### src/rtl/scan_stimulus_gen.sv
// rtl/scan_stimulus_gen.sv - synthetic scanner head: alternating lsync/rsync, sweeps, one groove pulse per sweep
// Optional groove-position jitter from a 16-bit LFSR when SCAN_JITTER_EN is defined.
module scan_stimulus_gen #(
   parameter int              CW             = 24,
   parameter logic [CW-1:0]   DEF_SWEEP_LEN  = CW'(1000),
   parameter logic [15:0]     DEF_SYNC_W     = 16'd8,
   parameter logic [CW-1:0]   DEF_GROOVE_POS = CW'(400),
   parameter logic [15:0]     DEF_GROOVE_W   = 16'd20
) (
   input  logic          clk,
   input  logic          reset,
   input  logic          enable,
   input  logic          cfg_valid,
   output logic          cfg_ready,
   input  logic [CW-1:0] cfg_sweep_len,
   input  logic [15:0]   cfg_sync_w,
   input  logic [CW-1:0] cfg_groove_pos,
   input  logic [15:0]   cfg_groove_w,
   output logic          lsync,
   output logic          rsync,
   output logic          sig,
   output logic          dir,
   output logic          busy,
   output logic [31:0]   sweep_count
`ifdef SCAN_JITTER_EN
   ,
   output logic [3:0]    jitter_ofs
`endif
);

   typedef enum logic [1:0] {IDLE, SYNC, SWEEP} state_t;

   state_t        state;
   logic [CW-1:0] cnt;
   logic          side;
   logic [CW-1:0] act_len, act_pos, pend_len, pend_pos;
   logic [15:0]   act_sw, act_gw, pend_sw, pend_gw;
   logic          pend_valid;
   logic [CW-1:0] pos_q;
   logic [CW:0]   end_q;

   logic [CW-1:0] len_eff, len_last, sw_last, cnt_inc, pos_new;
   logic [15:0]   sw_eff;
   logic [CW:0]   end_new;
   logic          sig_nxt;

`ifdef SCAN_JITTER_EN
   logic [15:0]          lfsr;
   logic [3:0]           ofs4;
   logic signed [CW+1:0] pos_sum;
`endif

   always_comb begin
      len_eff  = (act_len == '0) ? CW'(1) : act_len;
      sw_eff   = (act_sw == 16'd0) ? 16'd1 : act_sw;
      len_last = len_eff - CW'(1);
      sw_last  = {{(CW-16){1'b0}}, sw_eff - 16'd1};
      cnt_inc  = cnt + CW'(1);
`ifdef SCAN_JITTER_EN
      // lfsr[3:0]-8 as a 4-bit two's-complement value is just the MSB inverted
      ofs4    = {~lfsr[3], lfsr[2:0]};
      pos_sum = $signed({2'b00, act_pos}) + $signed({{(CW-2){ofs4[3]}}, ofs4});
      if (pos_sum < 0)
         pos_new = '0;
      else if (pos_sum > $signed({2'b00, len_last}))
         pos_new = len_last;
      else
         pos_new = pos_sum[CW-1:0];
`else
      pos_new = act_pos;
`endif
      // End bound is clamped to the sweep, so pos >= len or w == 0 yields an empty window
      end_new = {1'b0, pos_new} + {{(CW-15){1'b0}}, act_gw};
      if (end_new > {1'b0, len_eff})
         end_new = {1'b0, len_eff};
      sig_nxt = ({1'b0, cnt_inc} >= {1'b0, pos_q}) && ({1'b0, cnt_inc} < end_q);
   end

   always_ff @(posedge clk) begin
      if (reset) begin
         state       <= IDLE;
         cnt         <= '0;
         side        <= 1'b0;
         act_len     <= DEF_SWEEP_LEN;
         act_sw      <= DEF_SYNC_W;
         act_pos     <= DEF_GROOVE_POS;
         act_gw      <= DEF_GROOVE_W;
         pend_len    <= '0;
         pend_sw     <= '0;
         pend_pos    <= '0;
         pend_gw     <= '0;
         pend_valid  <= 1'b0;
         cfg_ready   <= 1'b1;
         lsync       <= 1'b0;
         rsync       <= 1'b0;
         sig         <= 1'b0;
         dir         <= 1'b0;
         busy        <= 1'b0;
         sweep_count <= '0;
         pos_q       <= '0;
         end_q       <= '0;
`ifdef SCAN_JITTER_EN
         lfsr        <= 16'hACE1;
         jitter_ofs  <= '0;
`endif
      end else begin
         if (cfg_valid && cfg_ready) begin
            pend_len   <= cfg_sweep_len;
            pend_sw    <= cfg_sync_w;
            pend_pos   <= cfg_groove_pos;
            pend_gw    <= cfg_groove_w;
            pend_valid <= 1'b1;
            cfg_ready  <= 1'b0;
         end
         case (state)
            IDLE: begin
               if (enable) begin
                  state <= SYNC;
                  busy  <= 1'b1;
                  cnt   <= '0;
                  side  <= 1'b0;
                  lsync <= 1'b1;
               end
               if (pend_valid) begin
                  act_len    <= pend_len;
                  act_sw     <= pend_sw;
                  act_pos    <= pend_pos;
                  act_gw     <= pend_gw;
                  pend_valid <= 1'b0;
                  cfg_ready  <= 1'b1;
               end
            end
            SYNC: begin
               if (cnt == sw_last) begin
                  state <= SWEEP;
                  lsync <= 1'b0;
                  rsync <= 1'b0;
                  dir   <= side;
                  cnt   <= '0;
                  pos_q <= pos_new;
                  end_q <= end_new;
                  sig   <= (pos_new == '0) && (end_new != '0);
`ifdef SCAN_JITTER_EN
                  lfsr       <= {lfsr[14:0], lfsr[15] ^ lfsr[13] ^ lfsr[12] ^ lfsr[10]};
                  jitter_ofs <= ofs4;
`endif
               end else begin
                  cnt <= cnt_inc;
               end
            end
            SWEEP: begin
               if (cnt == len_last) begin
                  sig         <= 1'b0;
                  sweep_count <= sweep_count + 32'd1;
                  cnt         <= '0;
                  if (enable) begin
                     state <= SYNC;
                     side  <= ~side;
                     lsync <= side;
                     rsync <= ~side;
                     if (pend_valid) begin
                        act_len    <= pend_len;
                        act_sw     <= pend_sw;
                        act_pos    <= pend_pos;
                        act_gw     <= pend_gw;
                        pend_valid <= 1'b0;
                        cfg_ready  <= 1'b1;
                     end
                  end else begin
                     state <= IDLE;
                     busy  <= 1'b0;
                     side  <= 1'b0;
                  end
               end else begin
                  cnt <= cnt_inc;
                  sig <= sig_nxt;
               end
            end
            default: state <= IDLE;
         endcase
      end
   end

endmodule

### config.mk
export PLATFORM = sky130hd
export DESIGN_NAME = scan_stimulus_gen
export DESIGN_NICKNAME = d
export VERILOG_FILES = /design/src/rtl/scan_stimulus_gen.sv
export SDC_FILE = /design/constraint.sdc
export NUM_CORES = 1
export LEC_CHECK = 0
export CAP_MARGIN = 15
export CORE_ASPECT_RATIO = 2
export CORE_MARGIN = 2
export CORE_UTILIZATION = 25
export CTS_BUF_LIST = sky130_fd_sc_hd__clkbuf_16
export CTS_CLUSTER_DIAMETER = 60
export DETAILED_ROUTE_END_ITERATION = 8
export SYNTH_ARGS = -nofsm -noshare
export SYNTH_HDL_FRONTEND = slang
export SYNTH_SLANG_ARGS = --single-unit
### constraint.sdc
create_clock -name clk -period 4.88 [get_ports clk]
set_clock_uncertainty 0.1 [all_clocks]
set_input_delay 1.22 -clock clk [delete_from_list [all_inputs] [get_ports clk]]
set_output_delay 1.22 -clock clk [all_outputs]
set_load 0.01 [all_outputs]
After elaboration in Yosys (flattened, before gate mapping)

Index checks and enable logic that the tools add are counted.
Widths: inputs -> output; s select.

Memories: 0
Bits in registers: 275
RAM bits: 0
Bits in latches: 0
Bits of input ports: 84
Logic and storage cells: 116
Memory bits (read-only): 0
Output and inout port bits: 38

Reduce and logical (&&, ||, !) cells: 21
Shift operators: 0
Bitwise operators: 1
Divide/modulo/power cells: 0
Mux-type cells: 56
$add $sub $neg: 5
$lt $le $gt $ge: 3
Multipliers: 0
Eq/ne operators: 9

Operators by type and width:

| kind                  | number |
|---|---|
| $mux 24               | 10 |
| $mux 16               | 7 |
| $pmux 24 s2           | 2 |
| $pmux 24 s3           | 1 |
| $pmux 16 s2           | 2 |
| $logic_not 24->1      | 2 |
| $add 32x1->32 const B | 1 |
| $add 24x16->25        | 1 |
| $gt 25x24->1          | 1 |
| $lt 24x25->1          | 1 |
| $mux 25               | 1 |
| $reduce_bool 25->1    | 1 |
| $add 24x1->24 const B | 1 |
| $eq 24x16->1          | 1 |
| $eq 24x24->1          | 1 |
| $ge 24x24->1          | 1 |
| $sub 24x1->24 const B | 1 |
| $mux 1                | 22 |
| $logic_not 16->1      | 1 |
| $sub 16x1->16 const B | 1 |
| $pmux 1 s2            | 6 |
| $ne 2x2->1 const B    | 5 |
| $reduce_and 3->1      | 3 |
| $reduce_and 2->1      | 4 |
| 12 further kinds      | 18 |

Logic depth before layout (Yosys ltp)

Gate-level depths: netlist (run 1).

Word-level depth: 8
Mapped depth: 19
Mapped depth without buffers: 18

Least setup slack after synthesis (run 1)

OpenSTA, ideal clock, no wires.

Kind: flip-flop to flip-flop
Start: reg act_pos[0]
End: reg end_q[21]
Library setup time: 0.128 ns
Arrival: 4.780 ns
Clock period less this slack: 5.007 ns
Stages on the path, launching flop included: 20
Required time: 4.652 ns
Buffers on the path: 1
Setup slack: -0.127 ns
Cells stage by stage: dfxtp_1 ha_1 fa_1 a211oi_1 o21ai_0 a31oi_1 o31ai_1 and2_1 xor2_1 ha_1 and3_1 a221oi_1 o21ai_0 a211oi_1 a21oi_1 a31oi_1 clkbuf_1 mux2_2 mux2i_1 nor2_1

Longest elaborated chain between the ends: 3

Ends and longest elaborated chain:

| what                   | RTL line | RTL |
|---|---|---|
| start, declared        | 36       | `logic [CW-1:0] act_len, act_pos, pend_len, pend_pos;` |
| start signal, assigned | 127      | `act_pos <= pend_pos;` |
| start signal, assigned | 164      | `act_pos <= pend_pos;` |
| $add 24x16->25 (*)     | 73       | `end_new = {1'b0, pos_new} + {{(CW-15){1'b0}}, act_gw};` |
| $gt 25x24->1           | 74       | `if (end_new > {1'b0, len_eff})` |
| $mux 25 (*)            | 74       |  |
| end signal, assigned   | 141      | `end_q <= end_new;` |
| end, declared          | 40       | `logic [CW:0] end_q;` |

Every way passes the cells marked *; elsewhere a longest branch is shown, timed or not.
A chain may end at the register's enable or synchronous reset.

Final worst setup path (run 1)

Start: reg act_len[18]
End: reg sweep_count[30]

Longest elaborated chain between the ends: 5

Ends and longest elaborated chain:

| what                                  | RTL line | RTL |
|---|---|---|
| start, declared                       | 36       |  |
| start signal, assigned                | 125      | `act_len <= pend_len;` |
| start signal, assigned                | 162      | `act_len <= pend_len;` |
| $logic_not 24->1                      | 54       | `len_eff = (act_len == '0) ? CW'(1) : act_len;` |
| $mux 24 (*)                           | 54       |  |
| $sub 24x1->24 (*)                     | 56       | `len_last = len_eff - CW'(1);` |
| $eq 24x24->1 (*)                      | 152      | `if (cnt == len_last) begin` |
| $reduce_and 2->1 (no source line) (*) | -        |  |
| end signal, assigned                  | 154      | `sweep_count <= sweep_count + 32'd1;` |
| end, declared                         | 24       | `output logic [31:0] sweep_count` |

Marks and branches as above.

==> results of run 1 <==
[flip-flops by register name (all words and copies together), names as in the netlist, 2 cells and up]
register     count
act_gw          16
cnt             24
pend_pos        24
pend_gw         16
act_len         24
sweep_count     32
act_sw          16
pend_sw         16
end_q           25
act_pos         24
pend_len        24
state            2
pos_q           24
[stage by stage]
stage / hold slack (ns) / instance area, µm² / std cells / total power [µW] / worst slack, ns
after global placement: 0.343 / 18000 / 2775 / 4250 / 0.161
after global routing: 0.370 / 18900 / 2824 / 6590 / 0.00186
after detailed placement: 0.349 / 18000 / 2775 / 4280 / 0.0582
after floorplan: 0.337 / 15600 / 1916 / 3580 / 0.0681
final: 0.356 / 18900 / 2824 / 6310 / 0.245
after CTS: 0.360 / 18800 / 2822 / 6330 / 0.0238
[where the power goes]
part	switching, µW	total [µW]	leakage (µW)	internal, µW
registers	108	2470	0.00223	2360
logic	1120	1790	0.00461	677
clock network	966	2050	0.000409	1080
[worst min-delay path by stage]
stage | startpoint | to | slack, ns | depth (start not counted)
finish | pend_sw[13] | pend_sw[13] | 0.36 | 2
global route | pend_len[11] | pend_len[11] | 0.37 | 2
CTS | pend_len[11] | pend_len[11] | 0.36 | 2
detailed placement | pend_len[11] | pend_len[11] | 0.35 | 2
global placement | pend_len[13] | pend_len[13] | 0.34 | 2
floorplan | pend_gw[2] | pend_gw[2] | 0.34 | 2
[worst max-delay path: cells and delay by family, from the launching register on]
kind,cells,cell delay (ns)
flops,1,0.37
compound gates,5,0.81
buf+inv,2,0.31
fa+ha+maj,1,0.23
simple gates,7,2.74
[cell type report]
class	instances	share of cell area
multi-input cells	1400	0.487
well taps	786	0.0520
clock buffers	26	0.0344
repair buffers	220	0.108
flip-flops and latches	275	0.291
inverters	96	0.0192
clock inverters	21	0.00886
[metal layers]
metal / part of all wire / vias to the layer above / global-route usage
met1: 0.36 / 7013 / 0.165
met4: 0.094 / 0 / 0.145
met5: 0 / - / 0
met3: 0.032 / 201 / 0.0146
li1: - / 7015 / -
met2: 0.52 / 444 / 0.308
[placed cells by master (no fill, tap or decap), types with 21 or more instances in the layout]
cell type          n
nand2_1          265
buf_4             91
a21oi_1          182
clkdlybuf4s50_1  120
mux2i_1           56
o21ai_0           38
nor3_1            21
a31o_1            50
dfxtp_1          274
a211oi_1          25
clkbuf_16         26
nand3_1           50
o211ai_1          22
o31ai_1           25
nor2_1           132
ha_1              95
inv_1             98
nand4_1           56
xnor2_1           60
xor2_1            51
nor4_1            30
[what timing repair did]
| item | 4_1_cts | 5_1_grt |
|---|---|---|
| setup buffers | 0 | 2 |
| setup endpoints to repair | 0 | 25 |
| resized for setup | 0 | 16 |
[logic make-up after synthesis]
family          count (synthesis)  synth area share
simple gates                  654             0.200
compound gates                471             0.201
flops                         275             0.354
buf+inv                       241            0.0609
xor+xnor                      113            0.0636
fa+ha+maj                      96            0.0777
mux                            66            0.0433
==> metrics.yaml, run 1 <==
worst_setup_path:
  rr_endpoint: "sweep_count[30]"
  arrival_ns: 5.05
  crit_required_ns: 5.29
  endpoint: "sweep_count[30]"
  start_kind: "register"
  rr_startpoint: "act_len[18]"
  rrSetupSlack_ns: 0.24
  startpoint: "act_len[18]"
  cp_slowest_cell: "or4_1"
  crit_type: "register to register"
  critPathCaptureType: "register"
  critPathMostFrequentCell: "or3_1"
  slowest_delay_ns: 0.58
  crit_fanout: 14
  path_cells: "or4_1 > nor3_1 > a31o_2 > inv_1 > ha_1 > nor3b_1 > o21ai_0 > a2bb2oi_1 > a32oi_1 > nor4_2 > nand4_2 > buf_4 > or3_1 > or3_1 > a21oi_1"
  reg2reg_depth: 15
cts:
  clock_tree.root_cell: "clkbuf_16"
  cts_tree: "built"
  cts_hold_buf: 0
  clkTransAtPathRegs_ns: 0.08
  clock_sinks: 275
  clock_latency_ns: 0.59
  cts_buffer_depth: 3
  cts_buffers: 26
  htreeDepth: 1
synth:
  synth-edff-count: 0
  synth_most_common_cell: "dfxtp_1"
  synth_ff_type: "dfxtp_1"
  synth_cell_types: 74
  synth_area_leader_cell: "dfxtp_1"
  synth_area_um2: 15600
  synth_seq_cells: 275
  synth-seq-area-share: 0.354
  synthCells: 1916
  synth_common_cells: "dfxtp_1, nand2_1, a21oi_1, nor2_1, clkbuf_1"
  async_flop_share: 0
  synthTopCellsByArea: "dfxtp_1, ha_1, nand2_1"
  synth_top_cell_area_share: 0.354
  ys_warn_count: 0
  syn-mean-instance-area_um2: 8.12
  syn-num-nets: 2096
detailed_routing:
  vias_per_cell: 5.20
  first_pass_iters: 5
  ant_nets: 0
  wl_per_cell_um: 19.5
  drc_errors: 0
  wl_um: 55100
  drt_iter0_drc: 754
  vias: 14700
global_route:
  overflow: 0
  grt_util_all_layers: 0.166
  grt_pass1_vias: 14800
  grt_max_degree: 112
  antenna_found_initial: 0
  grt_pass1_wl_um: 84300
layout:
  final-seq-area_um2: 5510
  syn_to_final_growth_pct: 21.7
  layout-drive-gt1-share: 0.0893
  fillers: 6600
  multi_input_area_um2: 9210
  post-route-util: 0.307
  diodes: 0
  fin_nets: 2199
sta:
  slew_viol_final: 0
  rsz0062_at_grt: "no"
  hold_viol: 0
  fmax_mhz: 216
  post-route-period-util: 0.950
  max-slew-margin-rel: 0.282
  worst_slew_pin_slew_ns: 1.08
  layout_min_cycle_time_ns: 4.64
  tns_ns: 0
  setup_viol: 0
die:
  die_w_um: 180
  num_rows: 129
  initial_utilization: 0.252
  die-area_um2: 64300
  io-pin-count: 122
  design.core.area_um2: 61700
  chipHeight_um: 357
min_path:
  hp-class: "register to register"
job:
  cap_violations: 0
place:
  io_buffers: 121
  gp_congestion: 0.948
  dpl.hpwl_um: 42500
power_and_ir_drop:
  powerDensity_nw_per_um2: 333
  power_leakage_uw: 0.00725
  ir_drop_mv: 0.262
status:
  status: "finished, final reports clean"
Power figures use the tool's default switching activity.
==> inputs of run 2 (changes only) <==
Settings changed: CORE_ASPECT_RATIO 2 to default.
==> run 2 against run 1 <==
  * Worst hold slack lost 0.0017 ns
  * Global-route usage shrank 0.62 points
  * Count of clock-buffer cells in the layout grew 9
  * Critical path depth grew 6
  * Clock power grew 25%
  * Setup slack lost 0.0058 ns
  * Register-to-register slack is essentially flat
  * Die area shrank 0.19%
  * Sequential power is essentially flat
  * Maximum frequency shrank 0.12%
  * Via count grew 0.25%
  * Critical endpoint is now sig
  * Highest routed layer unchanged
==> metrics.yaml, run 2 (synthesis gave the netlist of run 1 again) <==
min_path:
  hp-class: "register to register"  # unchanged
cts:
  clock_tree.root_cell: "clkbuf_16"  # unchanged
  clock_sinks: 275  # unchanged
  clkTransAtPathRegs_ns: 0.06  # was 0.08 ns
  cts_buffer_depth: 3  # unchanged
  clock_latency_ns: 0.55  # was 0.59 ns
  cts_buffers: 34  # was 26
  htreeDepth: 2  # was 1
  cts_tree: "built"  # unchanged
detailed_routing:
  drt_iter0_drc: 900  # was 754
  vias: 14700  # about the same
  first_pass_iters: 7  # was 5
  vias_per_cell: 5.03  # was 5.20
  ant_nets: 0  # unchanged
  wl_um: 52200  # was 55100 µm
  drc_errors: 0  # unchanged
  wl_per_cell_um: 17.8  # was 19.5 µm
die:
  die_w_um: 253  # was 180 µm
  io-pin-count: 122  # unchanged
  die-area_um2: 64200  # was 64300 µm²
  design.core.area_um2: 61600  # was 61700 µm²
  chipHeight_um: 253  # was 357 µm
  initial_utilization: 0.252  # about the same
  num_rows: 91  # was 129
layout:
  fin_nets: 2246  # was 2199
  mostFrequentLayoutCells: "dfxtp_1, nand2_1, a21oi_1"  # unchanged
  regMostFlops: "sweep_count"  # unchanged
  fillers: 6494  # was 6600
  final-seq-area_um2: 5510  # about the same
  layout_commonest_cell: "dfxtp_1"  # unchanged
  largest_reg_flops: 32  # unchanged
  diodes: 0  # unchanged
  top_regs: "sweep_count (32), end_q (25)"  # unchanged
  layout-drive-gt1-share: 0.113  # was 0.0893
  multi_input_area_um2: 9220  # was 9210 µm²
  syn_to_final_growth_pct: 26.2  # was 21.7%
  post-route-util: 0.319  # was 0.307
  stdcell_count: 2927  # was 2824
sta:
  fmax_mhz: 215  # was 216 MHz
  hold_viol: 0  # unchanged
  whs_ns: 0.354  # was 0.356 ns
  layout_min_cycle_time_ns: 4.64  # about the same
  tns_ns: 0  # unchanged
  worst_slew_pin_slew_ns: 1.10  # was 1.08 ns
  setup_viol: 0  # unchanged
  slew_viol_final: 0  # unchanged
  max-slew-margin-rel: 0.267  # was 0.282
  post-route-period-util: 0.951  # was 0.950
global_route:
  grt_pass1_wl_um: 81200  # was 84300 µm
  grt_pass1_vias: 14200  # was 14800
  antenna_found_initial: 0  # unchanged
  grt_max_degree: 97  # was 112
  grt_util_all_layers: 0.160  # was 0.166
  overflow: 0  # unchanged
worst_setup_path:
  arrival_ns: 4.97  # was 5.05 ns
  start_kind: "register"  # unchanged
  critPathCaptureType: "register"  # unchanged
  crit_fanout: 7  # was 14
  crit_type: "register to register"  # unchanged
  crit_required_ns: 5.21  # was 5.29 ns
place:
  dpl.hpwl_um: 39900  # was 42500 µm
  place_inst: 2858  # was 2775
  gp_congestion: 0.927  # was 0.948
  io_buffers: 121  # unchanged
status:
  status: "finished, final reports clean"  # unchanged
power_and_ir_drop:
  ir_drop_mv: 0.170  # was 0.262 mV
  power_leakage_uw: 0.00758  # was 0.00725 µW
  powerDensity_nw_per_um2: 353  # was 333 nW/µm²
  p_total_uw: 6920  # was 6310 µW
job:
  cap_violations: 0  # unchanged
[run 2: critical path: stages (launching register included)]
cell and delay, ns:
dfxtp_1 0.31, ha_1 0.23, fa_2 0.39, a211oi_1 0.21
o21ai_1 0.14, a31oi_2 0.32, buf_4 0.18, o21bai_1 0.08
o31a_1 0.28, xor2_2 0.18, ha_1 0.31, nand4_1 0.15
buf_4 0.17, a21oi_1 0.10, o21ai_0 0.13, a21oi_2 0.21
a31oi_4 0.08, buf_6 0.19, buf_4 0.14, o41ai_2 0.27
a31oi_1 0.07, o31a_1 0.26
[run 2: path summary, 6_finish.rpt]
kind / cells past startpoint / slack [ns] / to / startpoint
worst max register to register: 21 / 0.24 / sig / act_pos[0]
worst min register to register: 2 / 0.35 / pend_gw[2] / pend_gw[2]
worst max-delay path: 21 / 0.24 / sig / act_pos[0]
worst min-delay path: 2 / 0.35 / pend_gw[2] / pend_gw[2]
[run 2: final cells by class]
class | count | area share
clock inverters | 25 | 0.0129
multi-input cells | 1400 | 0.470
inverters | 96 | 0.0185
well taps | 837 | 0.0534
flip-flops and latches | 275 | 0.281
repair buffers | 259 | 0.120
clock buffers | 35 | 0.0446
[run 2: power by group]
part           leakage, µW  switching (µW)  internal [µW]  total (µW)
Combinational      0.00479            1140            757        1890
Clock             0.000559            1040           1530        2570
Sequential         0.00223            99.4           2360        2460
Total              0.00758            2280           4650        6920
[run 2: per-layer routing]
layer	up-vias	GRT usage	wire length [µm]
met3	86	0.0210	2490
met4	0	0.0568	1460
met1	7084	0.199	22400
met5	-	0	0
met2	411	0.281	25900
li1	7129	-	-
[run 2: through the flow]
stage	instance area, µm²	worst slack, ns
floorplan	15600	0.0681
global placement	18300	-0.0963
detailed placement	18300	-0.140
CTS	19500	0.0196
global route	19600	-0.0739
finish	19600	0.239
[run 2: timing repair]
item | in CTS | in global routing
setup endpoints to repair | 101 | 107
buffers inserted | 1 | 8
pin swaps | 1 | 5
hold buffers | 0 | 0
gates resized for setup | 3 | 20
